===== src/rtl/ring_buffer_readout_if.sv =====
// Read-address handshake between the ring buffer readout controller and the RAM read path.
interface ring_buffer_readout_if #(
  parameter int unsigned ADDR_W = 29
);
  logic [ADDR_W-1:0] rd_addr;
  logic              rd_valid;
  logic              rd_last;
  logic              rd_ready;

  modport master (output rd_addr, output rd_valid, output rd_last, input rd_ready);
  modport slave  (input rd_addr, input rd_valid, input rd_last, output rd_ready);
endinterface


===== src/rtl/ring_buffer_readout.sv =====
// LTscope capture ring buffer read-side controller: gates the writer until the ring is
// full, counts post-trigger samples, then replays every location oldest-first.
module ring_buffer_readout #(
  parameter int unsigned ADDR_W = 29
) (
  input  logic              clk,
  input  logic              rstn,
  input  logic              arm,
  input  logic              trig,
  input  logic              wr_en,
  input  logic [ADDR_W-1:0] wr_addr,
  input  logic [ADDR_W-1:0] depth,
  input  logic [ADDR_W-1:0] post_cnt,
  output logic              capture_en,
  output logic              busy,
  output logic              done,
  ring_buffer_readout_if.master rd
);

  localparam logic [ADDR_W-1:0] ONE = ADDR_W'(1);

  typedef enum logic [2:0] {
    S_IDLE,
    S_FILL,
    S_ARMED,
    S_POST,
    S_STOP,
    S_READ,
    S_DONE
  } state_t;

  state_t            state;
  logic [ADDR_W-1:0] fill_cnt;
  logic [ADDR_W-1:0] post_left;
  logic [ADDR_W-1:0] rd_cnt;
  logic [ADDR_W-1:0] last_addr;

  logic [ADDR_W-1:0] depth_m1;
  logic [ADDR_W-1:0] pre;
  logic [ADDR_W-1:0] fill_inc;
  logic [ADDR_W-1:0] rd_cnt_inc;
  logic [ADDR_W-1:0] rd_addr_nxt;
  logic [ADDR_W-1:0] start_addr;

  always_comb begin
    depth_m1    = depth - ONE;
    pre         = depth_m1 - post_cnt;
    fill_inc    = fill_cnt + ONE;
    rd_cnt_inc  = rd_cnt + ONE;
    rd_addr_nxt = (rd.rd_addr == depth_m1) ? '0 : rd.rd_addr + ONE;
    start_addr  = (last_addr == depth_m1) ? '0 : last_addr + ONE;
  end

  always_ff @(posedge clk) begin
    if (!rstn) begin
      state       <= S_IDLE;
      capture_en  <= 1'b0;
      busy        <= 1'b0;
      done        <= 1'b0;
      rd.rd_addr  <= '0;
      rd.rd_valid <= 1'b0;
      rd.rd_last  <= 1'b0;
      fill_cnt    <= '0;
      post_left   <= '0;
      rd_cnt      <= '0;
      last_addr   <= '0;
    end else begin
      done <= 1'b0;
      unique case (state)
        S_IDLE: begin
          if (arm) begin
            fill_cnt   <= '0;
            capture_en <= 1'b1;
            busy       <= 1'b1;
            state      <= S_FILL;
          end
        end

        S_FILL: begin
          if (wr_en) begin
            fill_cnt  <= fill_inc;
            last_addr <= wr_addr;
          end
          // Leave on the write that reaches pre, or at once when pre is zero.
          if ((fill_cnt == pre) || (wr_en && (fill_inc == pre))) begin
            state <= S_ARMED;
          end
        end

        S_ARMED: begin
          if (wr_en) begin
            last_addr <= wr_addr;
            if (trig) begin
              if (post_cnt == '0) begin
                capture_en <= 1'b0;
                state      <= S_STOP;
              end else begin
                post_left <= post_cnt;
                state     <= S_POST;
              end
            end
          end
        end

        S_POST: begin
          if (wr_en) begin
            last_addr <= wr_addr;
            post_left <= post_left - ONE;
            if (post_left == ONE) begin
              capture_en <= 1'b0;
              state      <= S_STOP;
            end
          end
        end

        S_STOP: begin
          rd.rd_addr  <= start_addr;
          rd.rd_valid <= 1'b1;
          rd.rd_last  <= 1'b0;
          rd_cnt      <= '0;
          state       <= S_READ;
        end

        S_READ: begin
          if (rd.rd_ready) begin
            if (rd.rd_last) begin
              rd.rd_valid <= 1'b0;
              rd.rd_last  <= 1'b0;
              done        <= 1'b1;
              state       <= S_DONE;
            end else begin
              rd.rd_addr <= rd_addr_nxt;
              rd_cnt     <= rd_cnt_inc;
              rd.rd_last <= (rd_cnt_inc == depth_m1);
            end
          end
        end

        S_DONE: begin
          busy  <= 1'b0;
          state <= S_IDLE;
        end

        default: state <= S_IDLE;
      endcase
    end
  end

endmodule


===== src/flat_wrapper.sv =====
// flat-port wrapper written by rule: the top's interface ports become plain ports
module ring_buffer_readout_flat 
#(
  parameter int unsigned ADDR_W = 29
)
  (clk, rstn, arm, trig, wr_en, wr_addr, depth, post_cnt, capture_en, busy, done, rd_rd_addr, rd_rd_valid, rd_rd_last, rd_rd_ready);
  ring_buffer_readout_if #(.ADDR_W(ADDR_W)) rd_i ();
  input  logic clk;
  input  logic rstn;
  input  logic arm;
  input  logic trig;
  input  logic wr_en;
  input  logic [ADDR_W-1:0] wr_addr;
  input  logic [ADDR_W-1:0] depth;
  input  logic [ADDR_W-1:0] post_cnt;
  output logic capture_en;
  output logic busy;
  output logic done;
  output wire logic [$bits(rd_i.rd_addr)-1:0] rd_rd_addr;
  output wire logic [$bits(rd_i.rd_valid)-1:0] rd_rd_valid;
  output wire logic [$bits(rd_i.rd_last)-1:0] rd_rd_last;
  input wire logic [$bits(rd_i.rd_ready)-1:0] rd_rd_ready;
  assign rd_rd_addr = rd_i.rd_addr;
  assign rd_rd_valid = rd_i.rd_valid;
  assign rd_rd_last = rd_i.rd_last;
  assign rd_i.rd_ready = rd_rd_ready;
  ring_buffer_readout #(.ADDR_W(ADDR_W)) u_core (.clk(clk), .rstn(rstn), .arm(arm), .trig(trig), .wr_en(wr_en), .wr_addr(wr_addr), .depth(depth), .post_cnt(post_cnt), .capture_en(capture_en), .busy(busy), .done(done), .rd(rd_i));
endmodule

===== config.mk =====
export PLATFORM = sky130hd
export DESIGN_NAME = ring_buffer_readout_flat
export DESIGN_NICKNAME = d
export VERILOG_FILES = /design/src/rtl/ring_buffer_readout_if.sv /design/src/rtl/ring_buffer_readout.sv /design/src/flat_wrapper.sv
export SDC_FILE = /design/constraint.sdc
export NUM_CORES = 1
export LEC_CHECK = 0
export BUFFER_PORTS_ARGS = -buffer_cell sky130_fd_sc_hd__buf_4
export CORE_UTILIZATION = 50
export CTS_CLUSTER_DIAMETER = 150
export CTS_CLUSTER_SIZE = 40
export DETAILED_ROUTE_END_ITERATION = 10
export HOLD_SLACK_MARGIN = 0.02
export PLACE_DENSITY_LB_ADDON = 0.3
export REMOVE_ABC_BUFFERS = 1
export SLEW_MARGIN = 25
export SYNTH_ARGS = -nofsm -noshare
export SYNTH_HDL_FRONTEND = slang
export SYNTH_SLANG_ARGS = --single-unit

===== constraint.sdc =====
create_clock -name clk -period 11.7 [get_ports clk]
set_input_delay 2.34 -clock clk [delete_from_list [all_inputs] [get_ports clk]]
set_output_delay 2.34 -clock clk [all_outputs]
set_load 0.005 [all_outputs]

==> impl_results.md <==
- Status: finished, violations left
- Failing checks: DRC
- Clock Latency Late Sink: 0.45 ns
- Hold Path Class: flip-flop to flip-flop
- Area after DPL: 0.0145 mm^2
- Final Max Slew Viols: 0
- Post-CTS Setup Inserts: 0
- Crit share post-route: 0.595
- Critical path required time: 12.08 ns
- Critical path arrival: 7.34 ns
- CTS tree: yes
- Port bufs: 126
- DP Cell Count: 2240
- Worst Skew: 0.0196 ns
- Power per cell area: 115 mW/mm^2
- CP startpoint kind: input port
- Fin crit period: 6.96 ns
- Worst path slowest cell: or4_1
- DR pass1 iterations: 11
- Post-synth EDFFs: 0
- Final Hold Viols: 0
- # IOs: 127
- Synth cell count leaders: 224 x nand2_1, 170 x nor2_1, 169 x a21oi_1
- Vias: 14200
- Synth area leaders: dfxtp_1 23%, xnor2_1 9.5%, a21oi_1 6.3%
- Fmax: 144 MHz
- Initial antenna violation count: 0
- Main synth FF type: dfxtp_1
- Vias per cell: 6.26
- P&R area growth vs syn: 12.5%
- Vias in the first global route: 12800
- Post-synthesis async set-or-reset flop share: 0
- First-pass GRT wire length: 69000 um
- Row cnt: 59
- CP max FO: 8
- Global-route usage over all layers: 0.312
- GRT overflow: 0
- Final Core Density: 0.576
- Sequential-to-total area share from yosys stat: 0.228
- Rel. slew slack: 0.330
- Ys Warns: 0
- Detailed-route wire length: 43700 um
- Fin area: 0.0151 mm^2
- ANT nets after route: 0
- Post-Syn Area: 0.0134 mm^2
- Die Area: 0.0275 mm^2
- Final setup fails: 0
- # diodes: 0
- CTS Buffer Depth: 2
- Hold_ws: 0.484 ns
- Post-Syn Instances: 1865
- Hold-fix buffers, CTS: 0
- Worst VDD drop: 0.0000838 V
- CTS clk-pin slew, worst paths: 0.07 ns
- Area leader, netlist: dfxtp_1
- Syn_area_per_cell: 7.19 um^2
- Nets: 2053
- Worst reg2reg path depth: 12
- Share of cells above drive strength 1: 0.108
- Layout fillers: 2465
- Share of the synthesized area in the top cell type: 0.228
- Clock Sink Count: 153
- Post-CTS sizing: 0
- Hold Path Cell Cnt: 2
- Critical path class: input port to flip-flop
- Core area: 0.0262 mm^2
- GP Congestion: 0.940
- Die W: 166 um
- RSZ-0062 raised after global routing: false
- Final routed DRC violation total: 1
- Setup TNS: 0 ns
- Yosys reg bits: 153
- 1st-iter DRT viols: 1581
- Die height: 166 um
- Drt wl/cell: 19.3 um
- Leak pwr: 5.62 nW
- Half-perimeter wire length after placement: 33000 um
- Initial core utilization: 0.512
- Most common cell in the synthesized netlist: nand2_1
- Layout Cells excl Fill: 2272
- Clock Tree Root: clkbuf_16
- Max-cap viol count: 0
- Largest net degree at the start of global routing: 76
- Post-synth cell types: 85
- Inserted Clock Buffers: 17
- H-tree depth: 4
- Critical path's largest stage delay: 0.64 ns
- Critical-path cell list: buf_4, or4_1, or3_1, nor4_1, xnor2_1, inv_1, ha_1, and3_1, nand2_1, a2111oi_2, nor4b_1, nor4_1, nand4_1, nor4b_1, nand4_1, nand3_1, mux2i_1
- CP Capture Type: flip-flop
- Worst Tran Pin Value: 1.00 ns
cells by family after synthesis:
group / after synthesis / share of synthesized area
xor gates and xnor gates: 236 / 0.175
buffers and inverters: 170 / 0.0513
muxes: 6 / 0.00448
and+or+nand+nor: 812 / 0.306
DFF: 153 / 0.228
AOI/OAI and AO/OA: 452 / 0.201
adders and majority gates: 36 / 0.0341
final cells by class:
type | instances | area, um^2 | area share
clock buffers | 18 | 429 | 0.0284
well taps | 335 | 419 | 0.0278
multi-input cells | 1542 | 9690 | 0.642
repair buffers | 139 | 1040 | 0.0691
clock inverters | 14 | 175 | 0.0116
inverters | 71 | 269 | 0.0178
flip-flops and latches | 153 | 3060 | 0.203
stage by stage:
step	power, mW	worst slack [ns]
after floorplan	0.965	5.01
after global placement	1.13	4.19
after detailed placement	1.14	4.11
after CTS	1.73	4.56
after global routing	1.82	4.39
final	1.74	4.74
cell usage in the layout (no fill, tap or decap), drive strengths merged, types with 14 or more instances in the layout:
cell / instances
a21oi: 169
a22oi: 17
a31oi: 34
and2: 18
and3: 47
buf: 139
clkbuf: 18
dfxtp: 153
ha: 35
inv: 79
nand2: 226
nand2b: 16
nand3: 88
nand4: 45
nor2: 172
nor3: 69
nor4: 53
o211ai: 14
o21ai: 126
or3: 24
xnor2: 146
xnor3: 18
xor2: 71
layer usage:
layer  GRT usage  vias up  part of all wire
met5           0        -                 0
met2       0.510      719              0.46
li1            -     6791                 -
met1       0.409     6609              0.42
met3      0.0422      102             0.080
met4       0.139        0             0.041
flip-flops by register name (all words and copies together), names as in the netlist, 3 cells and up:
name,flops
u_core.fill_cnt,29
u_core.last_addr,29
u_core.state,3
u_core.rd.rd_addr,29
u_core.post_left,29
u_core.rd_cnt,29
report_power, final:
group          switching, mW  internal, mW  total (mW)  leakage [nW]
clock                  0.271         0.324       0.595         0.295
sequential            0.0468         0.547       0.594          1.24
combinational          0.342         0.210       0.552          4.09
final timing paths:
kind,from,end,slack (ns)
setup reg to reg,u_core.fill_cnt[0],u_core.state[1],7.92
hold / removal,u_core.post_left[23],u_core.post_left[23],0.48
hold reg to reg,u_core.post_left[23],u_core.post_left[23],0.48
setup / recovery,depth[12],u_core.state[1],4.74
critical path: cells and delay by family:
kind                     cells  cell delay (ns)
buffers and inverters        2             0.29
AO/OA/AOI/OAI                1             0.62
adder cells (fa/ha/maj)      1             0.45
multiplexers                 1             0.19
AND/OR/NAND/NOR             11             3.17
XOR/XNOR                     1             0.27
Note: power is estimated with default switching activity, not from simulation.
